--- src/rtl/shift_sequencer_pkg.sv ---
// shift_sequencer_pkg
// Shared types and constants for the shift sequencer slice.
//   state_t   : controller state encoding (IDLE, SHIFT, DONE)
//   DIR_LEFT  : cmd_dir value selecting a left shift
//   DIR_RIGHT : cmd_dir value selecting a right shift
package shift_sequencer_pkg;

  typedef enum logic [1:0] {
    IDLE  = 2'd0,
    SHIFT = 2'd1,
    DONE  = 2'd2
  } state_t;

  localparam logic DIR_LEFT  = 1'b0;
  localparam logic DIR_RIGHT = 1'b1;

endpackage

--- src/rtl/shift_sequencer_dp.sv ---
// shift_sequencer_dp
// N-bit bidirectional shift register used as the sequencer's datapath.
// Ports:
//   clk       : rising-edge clock
//   reset     : asynchronous active-low reset, clears the register
//   load      : load load_data this edge (takes priority over shift_en)
//   load_data : word to load
//   shift_en  : shift one position this edge
//   dir       : 1 = shift right, 0 = shift left
//   fill      : bit entering the vacated position
//   q         : current register contents
//   out_bit   : bit that leaves on the next shift in direction dir
module shift_sequencer_dp
  import shift_sequencer_pkg::*;
#(
  parameter int N = 8
) (
  input  logic         clk,
  input  logic         reset,
  input  logic         load,
  input  logic [N-1:0] load_data,
  input  logic         shift_en,
  input  logic         dir,
  input  logic         fill,
  output logic [N-1:0] q,
  output logic         out_bit
);

  always_ff @(posedge clk or negedge reset) begin
    if (!reset) begin
      q <= '0;
    end else if (load) begin
      q <= load_data;
    end else if (shift_en) begin
      if (dir == DIR_RIGHT) begin
        q <= {fill, q[N-1:1]};
      end else begin
        q <= {q[N-2:0], fill};
      end
    end
  end

  assign out_bit = (dir == DIR_RIGHT) ? q[0] : q[N-1];

endmodule

--- src/rtl/shift_sequencer.sv ---
// shift_sequencer
// Command-driven controller that loads a word into the shift datapath,
// steps it one position per clock while exposing each outgoing bit, and
// presents the final word on a valid/ready result channel.
// Optional feature macro: SHIFT_SEQUENCER_ROTATE_EN adds cmd_rotate; when
// latched high the outgoing bit is fed back into the vacated position and
// counts wrap modulo N instead of saturating.
// Ports:
//   clk, reset             : clock, asynchronous active-low reset
//   cmd_valid/cmd_ready    : command handshake
//   cmd_data/dir/count     : word, direction (1 = right), shift count
//   cmd_rotate             : rotate instead of zero fill (macro only)
//   res_valid/res_ready    : result handshake
//   res_data               : shifted word
//   ser_out/ser_valid      : bit leaving on the current step
//   busy                   : high outside IDLE
module shift_sequencer
  import shift_sequencer_pkg::*;
#(
  parameter int N     = 8,
  parameter int CNT_W = $clog2(N + 1)
) (
  input  logic             clk,
  input  logic             reset,
  input  logic             cmd_valid,
  output logic             cmd_ready,
  input  logic [N-1:0]     cmd_data,
  input  logic             cmd_dir,
  input  logic [CNT_W-1:0] cmd_count,
`ifdef SHIFT_SEQUENCER_ROTATE_EN
  input  logic             cmd_rotate,
`endif
  output logic             res_valid,
  input  logic             res_ready,
  output logic [N-1:0]     res_data,
  output logic             ser_out,
  output logic             ser_valid,
  output logic             busy
);

  localparam logic [CNT_W-1:0] N_CNT = CNT_W'(N);

  state_t           state;
  logic [CNT_W-1:0] remaining;
  logic [CNT_W-1:0] eff_count;
  logic             dir_q;
  logic             fill;
  logic             out_bit;
  logic             accept;

  assign accept = (state == IDLE) && cmd_valid;

`ifdef SHIFT_SEQUENCER_ROTATE_EN
  logic rotate_q;

  // A CNT_W-bit count never reaches 2N, so one conditional subtract
  // is enough to reduce it modulo N.
  always_comb begin
    eff_count = cmd_count;
    if (cmd_count >= N_CNT) begin
      eff_count = cmd_count - N_CNT;
    end
  end

  always_ff @(posedge clk or negedge reset) begin
    if (!reset) begin
      rotate_q <= 1'b0;
    end else if (accept) begin
      rotate_q <= cmd_rotate;
    end
  end

  assign fill = rotate_q & out_bit;
`else
  // Shifting more than N places yields the same all-zero word as N.
  always_comb begin
    eff_count = cmd_count;
    if (cmd_count > N_CNT) begin
      eff_count = N_CNT;
    end
  end

  assign fill = 1'b0;
`endif

  shift_sequencer_dp #(.N(N)) u_dp (
    .clk       (clk),
    .reset     (reset),
    .load      (accept),
    .load_data (cmd_data),
    .shift_en  (state == SHIFT),
    .dir       (dir_q),
    .fill      (fill),
    .q         (res_data),
    .out_bit   (out_bit)
  );

  // Handshake and status flags are registered alongside the state so
  // they always change together on the same edge.
  always_ff @(posedge clk or negedge reset) begin
    if (!reset) begin
      state     <= IDLE;
      remaining <= '0;
      dir_q     <= DIR_LEFT;
      cmd_ready <= 1'b1;
      res_valid <= 1'b0;
      ser_valid <= 1'b0;
      busy      <= 1'b0;
    end else begin
      case (state)
        IDLE: begin
          if (cmd_valid) begin
            dir_q     <= cmd_dir;
            remaining <= eff_count;
            cmd_ready <= 1'b0;
            busy      <= 1'b1;
            if (eff_count == '0) begin
              state     <= DONE;
              res_valid <= 1'b1;
            end else begin
              state     <= SHIFT;
              ser_valid <= 1'b1;
            end
          end
        end
        SHIFT: begin
          remaining <= remaining - CNT_W'(1);
          if (remaining == CNT_W'(1)) begin
            state     <= DONE;
            ser_valid <= 1'b0;
            res_valid <= 1'b1;
          end
        end
        DONE: begin
          if (res_ready) begin
            state     <= IDLE;
            res_valid <= 1'b0;
            busy      <= 1'b0;
            cmd_ready <= 1'b1;
          end
        end
        default: begin
          state     <= IDLE;
          cmd_ready <= 1'b1;
          res_valid <= 1'b0;
          ser_valid <= 1'b0;
          busy      <= 1'b0;
        end
      endcase
    end
  end

  // Gated so the serial line reads 0 whenever no step is in progress.
  assign ser_out = ser_valid & out_bit;

endmodule
--- config.mk ---
export PLATFORM = sky130hd
export DESIGN_NAME = shift_sequencer
export DESIGN_NICKNAME = d
export VERILOG_FILES = /design/src/rtl/shift_sequencer_pkg.sv /design/src/rtl/shift_sequencer_dp.sv /design/src/rtl/shift_sequencer.sv
export SDC_FILE = /design/constraint.sdc
export NUM_CORES = 1
export LEC_CHECK = 0
export ABC_CLOCK_PERIOD_IN_PS = 1840
export CAP_MARGIN = 40
export CORE_ASPECT_RATIO = 1.1
export CORE_MARGIN = 4
export CORE_UTILIZATION = 42
export CTS_BUF_LIST = sky130_fd_sc_hd__clkbuf_8
export DETAILED_ROUTE_END_ITERATION = 8
export MAX_ROUTING_LAYER = met4
export PLACE_DENSITY_LB_ADDON = 0.2
export SLEW_MARGIN = 25
export SYNTH_ARGS = -nofsm -noshare
export SYNTH_HDL_FRONTEND = slang
export SYNTH_SLANG_ARGS = --single-unit
--- constraint.sdc ---
create_clock -name clk -period 1.84 [get_ports clk]
set_input_delay 0.368 -clock clk [delete_from_list [all_inputs] [get_ports clk]]
set_output_delay 0.368 -clock clk [all_outputs]
set_load 0.02 [all_outputs]
==> results.tsv, run 1 <==
stage	metric	value	unit
final_layout	final_util	58.6	%
setup_path	crit_type	flop to output pin	
hold_path	hold_path_class	primary input to async pin	
clock_tree	cts_setup_buffers	0	
place	routabilityCongestion	0.903	
place	place_hpwl	2020	um
grt	grt_pass1_wl	4550	um
grt	top_usage_layer	met2	
setup_path	path_max_fanout	3	
final_layout	layout.cells.non_filler	169	
clock_tree	cts_tree	done	
setup_path	end_kind	output pin	
clock_tree	cts-root-buf	clkbuf_8	
power	p_per_area	1730	mW/mm2
synth	synth-seq-cells	19	
clock_tree	htreeDepth	1	
setup_path	slowest_delay	0.60	ns
synth	ys_seq_area_share	43.1	%
floorplanning	start_util	43.9	%
outcome	status	finished, final reports clean	
routing	vias_per_cell	5.67	
routing	wl_per_cell	16.1	um
timing	min_period	1.77	ns
setup_path	startpoint_type	flop	
power	vdd_ir_drop_max	874	uV
setup_path	slowest_stage	clkdlybuf4s50_1	
clock_tree	clock_latency	0.25	ns
setup_path	r2r_slack	0.29	ns
clock_tree	clock_sinks	19	
grt	grt_pass1_vias	919	
timing	max_freq	566	MHz
final_layout	final_net_count	158	
setup_path	worstPathArrival	1.40	ns
final_layout	num_antenna_cells	0	
floorplanning	die_h	61.9	um
floorplanning	rows	19	
grt	use_met3	3.10	%
clock_tree	clkTransAtPathRegs	0.07	ns
clock_tree	cts_hold_buffers	0	
power	totalPowerFinal	2.55	mW
place	placed_cells_incl_taps	165	
routing	first_pass_iters	4	
floorplanning	io_pins	30	
clock_tree	clk_path_buf_depth	2	
synth	syn_nets	126	
timing	setup_viol	0	
synth	synth.cell_area	0.00111	mm2
timing	fin_setup_tns	0	ns
routing	drc_errors	0	
setup_path	rr_startpoint	state[0]$_DFFE_PN0P_	
setup_path	startpoint	cmd_ready$_DFFE_PN1P_	
synth	syn_inst	107	
routing	antenna_left	0	
timing	hold_violations	0	
routing	vias	958	
routing	routed_wl	2720	um
synth	synth_top_area_cell	dfrtp_1	
timing	worstMarginPinSlew	0.536	ns
timing	post-route-period-util	96.0	%
setup_path	cp.required	1.47	ns
grt	antenna_found_initial	0	
synth	synth_cell_type_count	40	
clock_tree	cts_buffers	3	
place	place_ws	0.0744	ns
setup_path	cp_num_buf_inv	1	
routing	drt_iter0_markers	14	
setup_path	cp_top_family	buffers and inverters	
grt	grtUsageTotal	17.0	%
synth	yosys-top-cells-area	dfrtp_1, mux2i_1, o22a_1	
grt	use_met2	25.6	%
final_layout	final_common_cell	clkdlybuf4s50_1	
final_layout	syn_to_final_growth	33.4	%
grt	grt_start_max_net_pins	18	
floorplanning	die_x	57.0	um
timing	finalMaxSlewViolations	0	
timing	finalWorstSetupSlack	0.0729	ns
setup_path	crit_chain	clkdlybuf4s50_1	
final_layout	mostFrequentLayoutCells	clkdlybuf4s50_1, dfrtp_1, a21oi_1	
grt	grt-ovfl-total	0	
timing	rsz0062_at_grt	false	
grt	use_met1	23.1	%
synth	syn_area_per_cell	10.3	um2
final_layout	drive_gt1_share	12.3	%
timing	worst_clock_skew	0.00344	ns
run	cap_viol_max_count	0	
timing	max_slew_margin	64.2	%
power	total_leakage_power	0.631	nW
floorplanning	die_area	0.00352	mm2
floorplanning	fp.coreArea	0.00252	mm2
synth	yosysTopAreaCellShare	40.7	%
synth	ys.warnings.count	0	
place	io_buffers	29	
==> cell families after synthesis <==
group	synth area share (%)
buffers and inverters	6.33
adders and majority gates	2.26
AOI/OAI and AO/OA	22.9
and+or+nand+nor	16.8
DFF	43.1
muxes	8.59
==> path summary, 6_finish.rpt <==
kind / end / cells past startpoint
setup / recovery: cmd_ready / 1
hold / removal: remaining[0]$_DFFE_PN0P_ / 1
setup reg to reg: remaining[0]$_DFFE_PN0P_ / 3
hold reg to reg: res_valid$_DFFE_PN0P_ / 1
max in group asynchronous: u_dp.q[2]$_DFFE_PN0P_ / 2
min in group clk: res_valid$_DFFE_PN0P_ / 1
==> layout make-up <==
class / instances / area (um2)
Multi-Input combinational cell: 74 / 561
Inverter: 6 / 22.5
Clock inverter: 1 / 3.75
Timing Repair Buffer: 35 / 334
Clock buffer: 3 / 41.3
Tap cell: 31 / 38.8
Sequential cell: 19 / 477
Fill cell: 233 / 1040
==> power by group <==
group,internal [mW],switching (mW)
logic,0.733,0.667
clock network,0.148,0.140
registers,0.619,0.245
==> state kept, by name, summed over array words and instances, names as in the netlist <==
signal     count
busy           1
cmd_ready      1
dir_q          1
remaining      4
res_valid      1
ser_valid      1
state          2
u_dp.q         8
==> layer usage <==
| metal | vias to the layer above | routed length [um] |
|---|---|---|
| li1 | 459 | - |
| met1 | 471 | 1310 |
| met2 | 26 | 1250 |
| met3 | 2 | 142 |
| met4 | 0 | 17 |
| met5 | - | 0 |
==> stage by stage <==
| stage | cell area [um2] | hold WS, ns |
|---|---|---|
| after floorplan | 1110 | 0.0724 |
| final | 1480 | 0.395 |
| after global placement | 1430 | 0.463 |
| after global routing | 1480 | 0.409 |
| after CTS | 1480 | 0.403 |
| after detailed placement | 1430 | 0.477 |
==> worst register-to-register path, delay by kind of cell (launching register included) <==
kind           cells  cell delay (ns)
flip-flops         1             0.68
multiplexers       1             0.12
AO/OA/AOI/OAI      2             0.63
==> synth_stat cells, drive strengths merged <==
cell,count
o22ai,2
o31ai,1
inv,6
dfstp,1
mux2i,8
and2b,1
nand3,1
ha,2
dfrtp,18
nand2b,2
o21ba,1
and3b,1
nor3,3
o21ai,5
mux2,1
a22oi,2
nor2b,2
o32a,1
clkbuf,1
or3b,3
nor2,5
o22a,7
or4,1
buf,7
nor3b,7
o2bb2ai,2
a31o,1
nand2,1
a32oi,1
a21oi,9
a31oi,1
a21o,2
nor4bb,1
==> timing repair <==
action	in CTS	in global routing
resized for setup	1	0
hold endpoints to repair	0	0
endpoints found under the setup margin	1	0
Note: power is estimated with default switching activity, not from simulation.
==> inputs of run 2 (changes only) <==
- ABC_CLOCK_PERIOD_IN_PS: 1840 -> 2300
- clock period: 1.84 -> 2.3 ns (I/O delays scaled with it)
==> run 2 against run 1 <==
Power down 21%. Final area down 0.93%. Global-route usage down 1.1 points. Combinational power down 20%. Clock skew down 0.0018 ns. Largest cell class unchanged. Largest power group unchanged.
==> results.tsv, run 2 (synthesis gave the netlist of run 1 again) <==
stage	metric	value	unit
grt	grtUsageTotal	15.9	%
hold_path	holdPathStages	1	
timing	min_period	1.94	ns
place	io_buffers	29	
setup_path	end_kind	output pin	
clock_tree	htreeDepth	1	
grt	grt-ovfl-total	0	
setup_path	startpoint_type	flop	
routing	routed_wl	2530	um
routing	wl_per_cell	15.1	um
setup_path	cp_num_buf_inv	1	
setup_path	worstPathArrival	1.48	ns
timing	max_slew_margin	58.4	%
floorplanning	die_x	57.0	um
power	p_per_area	1380	mW/mm2
final_layout	final_net_count	156	
hold_path	min_from	res_valid$_DFFE_PN0P_	
routing	drt_iter0_markers	27	
routing	drc_errors	0	
outcome	status	finished, final reports clean	
timing	setup_viol	0	
final_layout	drive_gt1_share	11.0	%
final_layout	top_regs	u_dp.q (8), remaining (4), state (2)	
routing	vias	939	
grt	grt_pass1_vias	918	
final_layout	num_antenna_cells	0	
power	total_leakage_power	0.619	nW
final_layout	mostFrequentLayoutCells	clkdlybuf4s50_1, dfrtp_1, a21oi_1	
floorplanning	die_area	0.00352	mm2
place	place_hpwl	1890	um
floorplanning	fp.coreArea	0.00252	mm2
timing	max_freq	516	MHz
final_layout	top_register	u_dp.q	
clock_tree	cts_setup_buffers	0	
hold_path	hold_path_class	flop to flop	
setup_path	crit_type	flop to output pin	
routing	vias_per_cell	5.62	
clock_tree	cts_resized	0	
final_layout	largest_reg_flops	8	
timing	hold_violations	0	
clock_tree	clock_sinks	19	
timing	post-route-period-util	84.2	%
setup_path	timing.rr.end	remaining[0]$_DFFE_PN0P_	
setup_path	crit_chain	mux2i_1 > nor2b_1 > clkdlybuf4s50_1	
final_layout	final_util	58.1	%
grt	grt_start_max_net_pins	22	
final_layout	syn_to_final_growth	32.2	%
setup_path	slowest_delay	0.60	ns
timing	fin_setup_tns	0	ns
setup_path	cp.required	1.84	ns
routing	antenna_left	0	
final_layout	final_common_cell	clkdlybuf4s50_1	
routing	first_pass_iters	4	
hold_path	worstHoldEndpoint	res_valid$_DFFE_PN0P_	
clock_tree	clkTransAtPathRegs	0.07	ns
power	vdd_ir_drop_max	756	uV
clock_tree	clock_latency	0.25	ns
setup_path	rr_startpoint	state[1]$_DFFE_PN0P_	
clock_tree	cts_buffers	3	
clock_tree	cts-root-buf	clkbuf_8	
timing	worst_clock_skew	0.00164	ns
place	routabilityCongestion	0.882	
timing	worstMarginPinSlew	0.625	ns
setup_path	reg2reg_depth	3	
floorplanning	io_pins	30	
setup_path	path_max_fanout	2	
timing	finalMaxSlewViolations	0	
clock_tree	clk_path_buf_depth	2	
run	cap_viol_max_count	0	
grt	grt_pass1_wl	4270	um
setup_path	cp_top_family	buffers and inverters	
clock_tree	cts_tree	done	
floorplanning	rows	19	
timing	rsz0062_at_grt	false	
grt	antenna_found_initial	0	
floorplanning	die_h	61.9	um
floorplanning	start_util	43.9	%
setup_path	r2r_slack	0.73	ns
setup_path	slowest_stage	clkdlybuf4s50_1	
clock_tree	cts_hold_buffers	0	
## run 2: cell count changes in the layout (fill, tap and decap cells not counted), sizes merged
| cell | delta |
|---|---|
| clkdlybuf4s50 | +1 |
| dlygate4sd2 | -1 |
| buf | -2 |
## run 2: per-layer routing
layer | wire (um) | vias up | GRT usage (%)
met1 | 1230 | 463 | 20.7
met2 | 1170 | 22 | 25.9
met4 | 16 | 0 | 4.97
li1 | - | 452 | -
met5 | 0 | - | -
met3 | 119 | 2 | 2.27
## run 2: per-stage QoR
step / cell area, um2 / cells / power, mW / setup WS [ns] / hold WS, ns
global placement: 1420 / 163 / 1.78 / 0.437 / 0.462
global route: 1460 / 167 / 2.20 / 0.319 / 0.536
floorplan: 1110 / 107 / 1.44 / 0.865 / 0.164
finish: 1460 / 167 / 2.03 / 0.363 / 0.487
CTS: 1460 / 167 / 2.05 / 0.347 / 0.492
detailed placement: 1420 / 163 / 1.82 / 0.409 / 0.471
## run 2: power breakdown
part           internal [mW]  total (mW)  switching [mW]  leakage (nW)
clock network          0.118       0.223           0.105        0.0269
logic                  0.589        1.12           0.530         0.377
registers              0.496       0.683           0.187         0.215
## run 2: area by class of cell
type,instances,area [um2]
timing repair buffer,33,320
clock buffer,3,41.3
tap,31,38.8
clock inverter,1,3.75
multi-input combinational,74,561
sequential,19,477
fill,236,1060
inverter,6,22.5
## run 2: worst max path at each step
stage                       from                  endpoint  slack, ns  cells after the start
3_3_place_gp           cmd_valid  remaining[0]$_DFFE_PN0P_       0.44                      5
2_1_floorplan  dir_q$_DFFE_PN0P_                   ser_out       0.86                      3
6_report       dir_q$_DFFE_PN0P_                   ser_out       0.36                      3
3_5_place_dp           cmd_valid         dir_q$_DFFE_PN0P_       0.41                      3
5_1_grt        dir_q$_DFFE_PN0P_                   ser_out       0.32                      3
4_1_cts        dir_q$_DFFE_PN0P_                   ser_out       0.35                      3
==> inputs of run 3 (changes only) <==
- ABC_CLOCK_PERIOD_IN_PS: 2300 -> 2000
- clock period: 2.3 -> 2 ns (I/O delays scaled with it)
==> run 3 against run 2 <==
Sequential power rose by 17%. Clock-buffer cell count did not move. Sequential cell count did not move. Global-route usage rose by 2.0 points. Via count rose by 0.64%. Critical path depth did not move. Power rose by 17%. Sequential share of layout area fell by 0.17 points. Die area did not move. Clock power rose by 19%. Critical endpoint unchanged.
==> results.tsv, run 3 (synthesis gave the netlist of run 1 again) <==
stage	metric	value	unit
clock_tree	cts_resized	0	
final_layout	syn_to_final_growth	32.9	%
timing	finalWorstSetupSlack	0.100	ns
setup_path	worstPathArrival	1.50	ns
floorplanning	io_pins	30	
grt	grt_pass1_wl	4730	um
routing	vias	945	
timing	setup_viol	0	
timing	hold_violations	0	
clock_tree	cts_buffers	3	
outcome	status	finished, final reports clean	
timing	post-route-period-util	95.0	%
clock_tree	cts_hold_buffers	0	
grt	use_met3	2.89	%
floorplanning	start_util	43.9	%
routing	antenna_left	0	
grt	antenna_found_initial	0	
place	io_buffers	29	
final_layout	multi_input_area	561	um2
setup_path	startpoint_type	flop	
hold_path	hold_path_class	primary input to async pin	
floorplanning	fp.coreArea	0.00252	mm2
final_layout	top_register	u_dp.q	
final_layout	final_common_cell	clkdlybuf4s50_1	
timing	fin_setup_tns	0	ns
timing	max_freq	526	MHz
final_layout	register_area	477	um2
timing	finalMaxSlewViolations	0	
routing	first_pass_iters	4	
routing	routed_wl	2810	um
clock_tree	clock_sinks	19	
grt	grt-ovfl-total	0	
place	place_hpwl	2070	um
timing	holdWs	0.432	ns
timing	worstMarginPinSlew	0.517	ns
setup_path	end_kind	output pin	
grt	top_usage_layer	met2	
final_layout	top_regs	u_dp.q (8), remaining (4), state (2)	
place	place_ws	0.122	ns
grt	grt_pass1_vias	970	
timing	rsz0062_at_grt	false	
timing	max_slew_margin	65.5	%
clock_tree	clock_latency	0.26	ns
clock_tree	cts_tree	done	
grt	grtUsageTotal	17.9	%
floorplanning	rows	19	
final_layout	num_antenna_cells	0	
power	vdd_ir_drop_max	868	uV
power	swShare	41.1	%
final_layout	drive_gt1_share	11.7	%
power	total_leakage_power	0.624	nW
run	cap_viol_max_count	0	
power	power_frac_seq	33.8	%
final_layout	final_util	58.4	%
setup_path	cp.required	1.60	ns
setup_path	path_max_fanout	4	
power	p_per_area	1600	mW/mm2
place	routabilityCongestion	0.882	
floorplanning	die_h	61.9	um
setup_path	crit_type	flop to output pin	
routing	vias_per_cell	5.63	
final_layout	fillerInstances	246	
clock_tree	cts_setup_buffers	0	
routing	drt_iter0_markers	9	
routing	drc_errors	0	
clock_tree	cts-root-buf	clkbuf_8	
power	p_sw	970	uW
final_layout	mostFrequentLayoutCells	clkdlybuf4s50_1, dfrtp_1, a21oi_1	
final_layout	largest_reg_flops	8	
grt	use_met1	22.6	%
clock_tree	clkTransAtPathRegs	0.07	ns
timing	worst_clock_skew	0.00239	ns
power	internal_power	1.39	mW
floorplanning	die_area	0.00352	mm2
floorplanning	die_x	57.0	um
timing	min_period	1.90	ns
routing	wl_per_cell	16.7	um
power	clkPwrFrac	11.2	%
grt	use_met2	30.0	%
clock_tree	clk_path_buf_depth	2	
clock_tree	htreeDepth	1	
power	p_comb_share	55.0	%
final_layout	final_net_count	157	
grt	grt_start_max_net_pins	18	
## run 3: path summary, 6_finish.rpt
kind | from | end | slack, ns | depth (start not counted)
setup / recovery | u_dp.q[0]$_DFFE_PN0P_ | ser_out | 0.1 | 3
hold / removal | reset | remaining[1]$_DFFE_PN0P_ | 0.43 | 1
setup reg to reg | state[0]$_DFFE_PN0P_ | remaining[0]$_DFFE_PN0P_ | 0.48 | 3
hold reg to reg | res_valid$_DFFE_PN0P_ | res_valid$_DFFE_PN0P_ | 0.49 | 1
max in group asynchronous | reset | u_dp.q[3]$_DFFE_PN0P_ | 1.04 | 2
min in group clk | res_valid$_DFFE_PN0P_ | res_valid$_DFFE_PN0P_ | 0.49 | 1
## run 3: area by class of cell
class                           instances  area share, %
Tap cell                               31           2.64
Sequential cell                        19           32.4
Clock inverter                          1          0.255
Multi-Input combinational cell         74           38.1
Clock buffer                            3           2.81
Inverter                                6           1.53
Timing Repair Buffer                   34           22.3
## run 3: layer usage
metal | vias to the layer above | wire length [um]
met1 | 458 | 1270
li1 | 462 | -
met5 | - | 0
met3 | 2 | 114
met4 | 0 | 25
met2 | 23 | 1400
## run 3: power by group through the flow
stage / combinational, mW / sequential [mW] / clock [mW]
after floorplan: 0.822 / 0.835 / 0
after global placement: 1.28 / 0.792 / 0
after detailed placement: 1.30 / 0.805 / 0
after CTS: 1.31 / 0.799 / 0.277
after global routing: 1.41 / 0.836 / 0.293
final: 1.30 / 0.798 / 0.265
## run 3: critical path, cell delays in order, from the launching register on
cell and delay (ns):
dfrtp_1 0.43, mux2i_1 0.10, nor2b_1 0.12, clkdlybuf4s50_1 0.60
## run 3: per-stage QoR
stage | instances | cell area (um2) | power [mW]
3_5_place_dp | 164 | 1430 | 2.10
6_report | 168 | 1470 | 2.36
5_1_grt | 168 | 1470 | 2.54
2_1_floorplan | 107 | 1110 | 1.66
4_1_cts | 168 | 1470 | 2.38
3_3_place_gp | 164 | 1430 | 2.07
